===== src/rtl/iir_sample_ram_writer.sv =====
// iir_sample_ram_writer
//   Capture engine between the IIR filter output stream and a single-port
//   on-chip sample RAM. Accepts 16-bit samples over a valid/ready handshake,
//   packs pairs into 32-bit words {high, low} and writes them as a circular
//   buffer through an Avalon-MM slave port that has no waitrequest. A
//   one-cycle done pulse marks the end of a capture.
//
// Ports
//   clk, reset        system clock, asynchronous active-high reset
//   start             one-cycle pulse, arms a capture (only honoured in IDLE)
//   start_addr        first RAM word address, latched on start
//   num_samples       sample count, latched on start, clamped to 2*2**ADDR_W
//   in_data/in_valid  sample stream from the filter
//   in_ready          engine accepts in_data this cycle
//   ram_*             Avalon-MM write port (chipselect mirrors write)
//   busy              high while capturing or flushing a trailing half-word
//   done              one-cycle completion pulse
module iir_sample_ram_writer #(
   parameter int ADDR_W   = 10,
   parameter int SAMPLE_W = 16
) (
   input  logic                clk,
   input  logic                reset,
   input  logic                start,
   input  logic [ADDR_W-1:0]   start_addr,
   input  logic [ADDR_W+1:0]   num_samples,
   input  logic [SAMPLE_W-1:0] in_data,
   input  logic                in_valid,
   output logic                in_ready,
   output logic [ADDR_W-1:0]   ram_address,
   output logic [3:0]          ram_byteenable,
   output logic                ram_chipselect,
   output logic                ram_write,
   output logic [31:0]         ram_writedata,
   output logic                busy,
   output logic                done
);

   typedef enum logic [1:0] {
      S_IDLE,
      S_CAPTURE,
      S_FLUSH,
      S_DONE
   } state_t;

   // Largest legal count: two samples per RAM word over the full depth.
   localparam logic [ADDR_W+1:0] MAX_CNT = {2'b10, {ADDR_W{1'b0}}};

   state_t              state_q, state_d;
   logic [ADDR_W+1:0]   num_q,   num_d;
   logic [ADDR_W+1:0]   cnt_q,   cnt_d;
   logic [ADDR_W-1:0]   addr_q,  addr_d;
   logic [SAMPLE_W-1:0] held_q,  held_d;
   logic                wr_q,    wr_d;
   logic [ADDR_W-1:0]   waddr_q, waddr_d;
   logic [31:0]         wdata_q, wdata_d;
   logic [3:0]          wbe_q,   wbe_d;

   logic [ADDR_W+1:0]   num_clamped;
   logic [ADDR_W+1:0]   cnt_inc;
   logic                ready_c;
   logic                xfer;
   logic                last;

   always_comb begin
      num_clamped = (num_samples > MAX_CNT) ? MAX_CNT : num_samples;
      ready_c     = (state_q == S_CAPTURE) && (cnt_q != num_q);
      xfer        = in_valid & ready_c;
      cnt_inc     = cnt_q + 1'b1;
      last        = (cnt_inc == num_q);
   end

   always_comb begin
      state_d = state_q;
      num_d   = num_q;
      cnt_d   = cnt_q;
      addr_d  = addr_q;
      held_d  = held_q;
      wr_d    = 1'b0;
      waddr_d = waddr_q;
      wdata_d = wdata_q;
      wbe_d   = wbe_q;

      case (state_q)
         S_IDLE: begin
            if (start) begin
               num_d   = num_clamped;
               cnt_d   = '0;
               addr_d  = start_addr;
               state_d = (num_clamped == '0) ? S_DONE : S_CAPTURE;
            end
         end

         S_CAPTURE: begin
            if (xfer) begin
               cnt_d = cnt_inc;
               if (!cnt_q[0]) begin
                  held_d = in_data;
               end else begin
                  wr_d    = 1'b1;
                  waddr_d = addr_q;
                  wdata_d = {in_data, held_q};
                  wbe_d   = '1;
                  addr_d  = addr_q + 1'b1;
               end

               if (last) begin
                  if (num_q[0]) begin
                     // Odd count: the trailing sample is registered straight
                     // into the write port so the half-word write lands in
                     // the FLUSH cycle itself.
                     wr_d    = 1'b1;
                     waddr_d = addr_q;
                     wdata_d = {16'h0000, in_data};
                     wbe_d   = 4'b0011;
                     addr_d  = addr_q + 1'b1;
                     state_d = S_FLUSH;
                  end else begin
                     state_d = S_DONE;
                  end
               end
            end
         end

         S_FLUSH: state_d = S_DONE;

         S_DONE:  state_d = S_IDLE;

         default: state_d = S_IDLE;
      endcase
   end

   always_ff @(posedge clk or posedge reset) begin
      if (reset) begin
         state_q <= S_IDLE;
         num_q   <= '0;
         cnt_q   <= '0;
         addr_q  <= '0;
         held_q  <= '0;
         wr_q    <= 1'b0;
         waddr_q <= '0;
         wdata_q <= '0;
         wbe_q   <= '0;
      end else begin
         state_q <= state_d;
         num_q   <= num_d;
         cnt_q   <= cnt_d;
         addr_q  <= addr_d;
         held_q  <= held_d;
         wr_q    <= wr_d;
         waddr_q <= waddr_d;
         wdata_q <= wdata_d;
         wbe_q   <= wbe_d;
      end
   end

   assign in_ready       = ready_c;
   assign ram_write      = wr_q;
   assign ram_chipselect = wr_q;
   assign ram_address    = waddr_q;
   assign ram_writedata  = wdata_q;
   assign ram_byteenable = wbe_q;
   assign busy           = (state_q == S_CAPTURE) || (state_q == S_FLUSH);
   assign done           = (state_q == S_DONE);

endmodule


===== config.mk =====
export PLATFORM = sky130hd
export DESIGN_NAME = iir_sample_ram_writer
export DESIGN_NICKNAME = d
export VERILOG_FILES = /design/src/rtl/iir_sample_ram_writer.sv
export SDC_FILE = /design/constraint.sdc
export NUM_CORES = 1
export LEC_CHECK = 0
export CORE_MARGIN = 5
export CORE_UTILIZATION = 44
export CTS_BUF_LIST = sky130_fd_sc_hd__clkbuf_8 sky130_fd_sc_hd__clkbuf_16
export DETAILED_ROUTE_END_ITERATION = 6
export PLACE_DENSITY = 0.69
export SYNTH_ARGS = -nofsm -noshare
export SYNTH_HDL_FRONTEND = slang
export SYNTH_SLANG_ARGS = --single-unit

===== constraint.sdc =====
create_clock -name clk -period 3.9 [get_ports clk]
set_input_delay 0.78 -clock clk [delete_from_list [all_inputs] [get_ports clk]]
set_output_delay 0.78 -clock clk [all_outputs]
set_load 0.005 [all_outputs]

==> metrics.yaml, run 1 <==
n_fill_cell: 942
crit_path_end: "ram_writedata[12]"
post_cts_resized: 0
synth-edff-count: 0
hold_viol: 0
layout-drive-gt1-share: 0.1405
grt_pass1_vias: 3949
dp_hpwl_mm: 9.114
min-delay-start: "ram_byteenable[0]"
reg2reg_to: "ram_writedata[12]"
min_period_ns: 3.624
place_area_sq_um: 6036
startpoint: "cnt_q[1]"
finalSetupViolCount: 0
powerDensity_nw_per_um2: 322.4
cts-root-buf: "clkbuf_16"
numCtsBuffers: 9
die_x_um: 116.3
synth.top_cells.by_count: "99 x dfrtp_1, 26 x nand2_1, 25 x mux2_2"
path_max_fanout: 16
pin_count: 93
num_vias: 3940
die-area_sq_um: 13540
first_pass_iters: 4
multi_input_area_sq_um: 2325
synthesis.area_per_instance_sq_um: 11.06
reg2reg_from: "cnt_q[1]"
netlist_area_sq_um: 4976
grt_use_total: 0.1961
drc_errors: 0
synth_area_leaders: "dfrtp_1 50%, mux2_2 5.7%, a22o_1 4.0%, a2bb2oi_2 3.0%, xnor2_1 2.3%"
ant_nets: 0
tns_ns: 0
clk_path_buf_depth: 2
synth_largest_area_cell: "dfrtp_1"
synthCells: 450
status: "finished, final reports clean"
nets: 585
grt_start_max_net_pins: 55
wl_mm: 12.65
regArea_sq_um: 2477
globalplace.congestion: 0.8722
worst_hold_slack_ns: 0.4639
postCtsSetupBuffers: 0
yosysMostFrequentCell: "dfrtp_1"
die_h_um: 116.3
fin_skew_ns: 0.01161
worst-r2r-cell-count: 9
finalMaxSlewViolations: 0
timing.slew.headroom: 0.5398
cts_tree: "yes"
rrSetupSlack_ns: 0.28
clk_latency_ns: 0.35
antenna_found_initial: 0
grt_overflow_total: 0
syn2layout_area_growth_pct: 27.76
drt_iter0_drc: 200
row_count: 38
netlist-cell-type-count: 60
ys_seq_area_frac: 0.4979
drv_cap: 0
grt_first_pass_wirelength_mm: 20.81
ys_async_sr_fraction: 1.000
crit_path_end_kind: "register"
post_drt_wl_per_cell_um: 18.57
htree_levels: 3
path_class: "reg -> reg"
crit_required_ns: 4.17
start_util: 0.4531
final_cell_area_sq_um: 6357
p_leak_nw: 2.776
final_util: 0.5788
max_freq_mhz: 275.9
ys.flop_type: "dfrtp_1"
synth_seq_cells: 99
worstMarginPinSlew_ns: 0.6903
cts.clk_slew.worst_paths_ns: 0.07
rsz0062_at_grt: "false"
core_sq_um: 10980
vias_per_cell: 5.786
synth.top_cell.area_share: 0.4979
post-route-period-util: 0.9292
crit_arrival_ns: 3.89
diodes: 0
synth.yosys.warnings: 0
cts_num_sinks: 99
hp-class: "reg -> reg"
portBuffers: 92
syn_nets: 499
crit_path_start_kind: "register"
holdBufCountCts: 0
peakVddDrop_v: 0.0001748
kinds of logic after synthesis:
logic type,synth area share
buffers and inverters,0.03872
XOR/XNOR,0.02640
adder cells (fa/ha/maj),0.01760
multiplexers,0.06915
flip-flops,0.4979
AO/OA/AOI/OAI,0.2120
AND/OR/NAND/NOR,0.1383
area by class of cell:
cell class                 instances  area share
sequential                        99      0.3897
multi-input combinational        312      0.3657
timing repair buffer             106      0.1614
clock buffer                       9     0.03543
tap                              140     0.02755
clock inverter                     7     0.01515
inverter                           8    0.005117
registers in the layout, summed over array words and instances, names as in the netlist:
register        cells
addr_q             10
cnt_q              12
held_q             16
num_q              12
ram_address        10
ram_byteenable      4
ram_chipselect      1
ram_writedata      32
state_q             2
how the worst min path moves through the flow:
stage	end	cells after the start	slack, ns
floorplan	ram_byteenable[0]	1	0.46
global placement	ram_byteenable[1]	1	0.45
detailed placement	ram_byteenable[0]	1	0.45
CTS	ram_byteenable[0]	1	0.47
global route	ram_byteenable[1]	1	0.49
finish	ram_byteenable[0]	1	0.46
report_power, final:
group / internal (W) / switching (W)
clock: 0.000516 / 0.000429
combinational: 0.0000411 / 0.0000363
sequential: 0.00103 / 0.00000119
total: 0.00158 / 0.000466
metrics by stage:
| stage | setup WS (ns) | total power [W] | std cells |
|---|---|---|---|
| after floorplan | 0.5296 | 0.001068 | 450 |
| after global placement | 0.4282 | 0.001127 | 665 |
| after detailed placement | 0.2592 | 0.001127 | 665 |
| after CTS | 0.2623 | 0.002070 | 681 |
| after global routing | 0.01636 | 0.002116 | 681 |
| final | 0.2760 | 0.002049 | 681 |
routing by layer:
layer,track usage,vias to the layer above,share of wire
met5,0,-,0
met4,0.05723,0,0.014
met3,0.03627,15,0.038
met2,0.3112,72,0.48
met1,0.2754,1972,0.47
li1,-,1881,-
placed cells by master, fill, tap and decap left out, types with 7 or more instances in the layout:
master and n:
clkdlybuf4s50_1 92, clkbuf_16 9, nand2b_1 9, a2bb2oi_2 10, xnor2_1 13, nor4_1 9, dfrtp_1 99, a22o_1 23
nor2_1 19, inv_1 7, o21ai_0 21, ha_1 7, nand2_1 26, and3_1 7, nand4_1 8, nand3_1 11
nor3_1 10, buf_4 14, a21oi_1 11, o22ai_1 16, mux2_2 25, a31oi_1 7
worst max-delay path: stages, from the launching register on:
cell       delay [ns]
dfrtp_1          0.46
ha_1             0.29
nand3_2          0.23
o21a_1           0.26
or4_1            0.47
a31o_2           0.31
or4b_1           0.80
a21oi_4          0.25
buf_4            0.29
a2bb2oi_1        0.19
Note: power is estimated with default switching activity, not from simulation.
==> inputs of run 2 (changes only) <==
--- a/config.mk
+++ b/config.mk
@@ -9,6 +9,7 @@
 export CORE_UTILIZATION = 44
 export CTS_BUF_LIST = sky130_fd_sc_hd__clkbuf_8 sky130_fd_sc_hd__clkbuf_16
 export DETAILED_ROUTE_END_ITERATION = 6
+export HOLD_SLACK_MARGIN = 0.06
 export PLACE_DENSITY = 0.69
 export SYNTH_ARGS = -nofsm -noshare
 export SYNTH_HDL_FRONTEND = slang
==> constraint.sdc (replaced) <==
create_clock -name clk -period 3.9 [get_ports clk]
set_input_delay 0.585 -clock clk [delete_from_list [all_inputs] [get_ports clk]]
set_output_delay 0.585 -clock clk [all_outputs]
set_load 0.005 [all_outputs]
==> run 2 against run 1 <==
Against the previous run:
- combinational power up 1%
- flip-flop and latch count unchanged
- clock power down 6.8%
- maximum frequency up 0.81%
- sequential power about the same
- via count up 0.30%
- sequential share of layout area up 0.085 points
- largest power group unchanged
==> metrics.yaml, run 2 (synthesis results as in run 1) <==
status: "finished, final reports clean"
syn2layout_area_growth_pct: 27.48
final_cells: 681  # unchanged
post-route-period-util: 0.9218  # -0.007437
worstMarginPinSlew_ns: 0.6429  # -0.04737 ns
grt_overflow_total: 0  # unchanged
crit_required_ns: 4.18  # about the same
hp-class: "reg -> reg"
p_leak_nw: 2.770  # -0.22%
max_freq_mhz: 278.2  # +0.81%
clk_path_buf_depth: 2  # unchanged
finalSetupViolCount: 0  # unchanged
die-area_sq_um: 13540  # unchanged
rrSetupSlack_ns: 0.30  # +0.03 ns
cts_num_sinks: 99  # unchanged
reg2reg_to: "ram_writedata[11]"
num_vias: 3952  # +0.30%
holdPathEnd: "ram_byteenable[0]"
postCtsSetupBuffers: 0  # unchanged
dp_hpwl_mm: 8.931  # -2.0%
globalplace.congestion: 0.8915  # +2.2%
grt_pass1_vias: 3963  # +0.35%
cpPeakStageDelay_ns: 0.77  # -0.03 ns
grt_first_pass_wirelength_mm: 20.41  # -1.9%
post_drt_wl_per_cell_um: 18.47  # -0.56%
portBuffers: 92  # unchanged
worst-r2r-cell-count: 9  # unchanged
htree_levels: 3  # unchanged
fin_skew_ns: 0.009538  # -0.002072 ns
antenna_found_initial: 0  # unchanged
diodes: 0  # unchanged
drt_iter0_drc: 219  # +9.5%
final_common_cell: "dfrtp_1"
post_cts_resized: 0  # unchanged
finalPower_w: 0.001987  # -3.0%
drc_errors: 0  # unchanged
hold_path_depth: 1  # unchanged
ant_nets: 0  # unchanged
final_cell_mix: "99 x dfrtp_1, 92 x clkdlybuf4s50_1, 26 x nand2_1"
first_pass_iters: 4  # unchanged
worstPathCellList: "ha_1 > nand3_2 > o21a_1 > or4_1 > a31o_2 > or4b_1 > a21oi_4 > buf_4 > a2bb2oi_1"
crit_path_start_kind: "register"
core_sq_um: 10980  # unchanged
timing.slew.headroom: 0.5699  # +0.03007
hold_viol: 0  # unchanged
cp_top_family: "simple AND/OR/NAND/NOR gates"
clk_latency_ns: 0.35  # about the same
cp_num_buf_inv: 1  # unchanged
cts.clk_slew.worst_paths_ns: 0.08  # about the same
grt_use_total: 0.1928  # -0.003298
grt_start_max_net_pins: 100  # +82%
tns_ns: 0  # unchanged
holdBufCountCts: 0  # unchanged
pin_count: 93  # unchanged
powerDensity_nw_per_um2: 313.2  # -2.8%
cts-root-buf: "clkbuf_16"
largest_reg_flops: 32  # unchanged
die_x_um: 116.3  # unchanged
drv_cap: 0  # unchanged
finalMaxSlewViolations: 0  # unchanged
cts_tree: "yes"
row_count: 38  # unchanged
vias_per_cell: 5.803  # +0.30%
nets: 585  # unchanged
peakVddDrop_v: 0.0001688  # -3.4%
wl_mm: 12.58  # -0.56%
die_h_um: 116.3  # unchanged
layout-drive-gt1-share: 0.1405  # unchanged
dp_cells: 665  # unchanged
rsz0062_at_grt: "false"
start_util: 0.4531  # unchanged
path_max_fanout: 13  # -3
path_class: "reg -> reg"
reg2reg_from: "cnt_q[1]"
min_period_ns: 3.595  # -0.02900 ns
n_fill_cell: 949  # +0.74%
numCtsBuffers: 9  # unchanged
crit_path_end_kind: "register"
min-delay-start: "ram_byteenable[0]"
crit_arrival_ns: 3.88  # about the same
slowest_stage: "or4b_1"
[run 2: cell count changes in the layout (fill, tap and decap cells not counted)]
cell / before / now
clkinv_4: 0 / 2
buf_12: 0 / 1
buf_4: 14 / 13
bufinv_16: 1 / 0
clkinv_8: 2 / 1
inv_6: 3 / 2
inv_8: 0 / 1
[run 2: per-stage QoR]
step / setup slack [ns] / hold slack [ns] / instance area (sq um) / util
after floorplan: 0.7246 / 0.4590 / 4976 / -
after global placement: 0.4407 / 0.4484 / 6048 / 0.5507
after detailed placement: 0.2974 / 0.4563 / 6048 / 0.5507
after CTS: 0.2757 / 0.4735 / 6344 / 0.5776
after global routing: 0.07553 / 0.4896 / 6344 / 0.5776
final: 0.3050 / 0.4752 / 6344 / 0.5776
[run 2: worst max-delay path by stage]
| stage | start | cells past startpoint | end |
|---|---|---|---|
| detailed placement | cnt_q[1] | 9 | ram_writedata[11] |
| floorplan | reset | 1 | addr_q[0] |
| finish | cnt_q[1] | 9 | ram_writedata[11] |
| CTS | cnt_q[1] | 9 | ram_writedata[11] |
| global route | cnt_q[1] | 9 | ram_writedata[15] |
| global placement | cnt_q[1] | 9 | ram_writedata[11] |
[run 2: area by class of cell]
| class | instances | area, sq um | share of cell area |
|---|---|---|---|
| multi-input combinational | 312 | 2325 | 0.3665 |
| clock buffer | 9 | 225.2 | 0.03550 |
| sequential | 99 | 2477 | 0.3905 |
| tap | 140 | 175.2 | 0.02761 |
| inverter | 8 | 32.53 | 0.005128 |
| timing repair buffer | 106 | 1039 | 0.1637 |
| clock inverter | 7 | 70.07 | 0.01105 |
[run 2: worst register-to-register path, cell delays in order (launching register included)]
cell and delay [ns]:
dfrtp_1 0.46, ha_1 0.28, nand3_2 0.23, o21a_1 0.26, or4_1 0.46, a31o_2 0.31, or4b_1 0.77, a21oi_4 0.30
buf_4 0.28, a2bb2oi_1 0.18
[run 2: power breakdown]
part	switching, W	internal [W]
Clock	0.000431	0.000450
Combinational	0.0000366	0.0000419
Sequential	0.00000127	0.00103
Total	0.000468	0.00152
[run 2: layer usage]
layer | GRT usage | part of all wire
met5 | 0 | 0
met1 | 0.2704 | 0.45
met3 | 0.02487 | 0.044
met2 | 0.3032 | 0.48
met4 | 0.07966 | 0.021
==> inputs of run 3 (changes only) <==
--- a/config.mk
+++ b/config.mk
@@ -9,7 +9,7 @@
 export CORE_UTILIZATION = 44
 export CTS_BUF_LIST = sky130_fd_sc_hd__clkbuf_8 sky130_fd_sc_hd__clkbuf_16
 export DETAILED_ROUTE_END_ITERATION = 6
-export HOLD_SLACK_MARGIN = 0.06
+export HOLD_SLACK_MARGIN = 0.12
 export PLACE_DENSITY = 0.69
 export SYNTH_ARGS = -nofsm -noshare
 export SYNTH_HDL_FRONTEND = slang
==> results of run 3 <==
Final layout, timing and power as in run 2 (identical DEF).
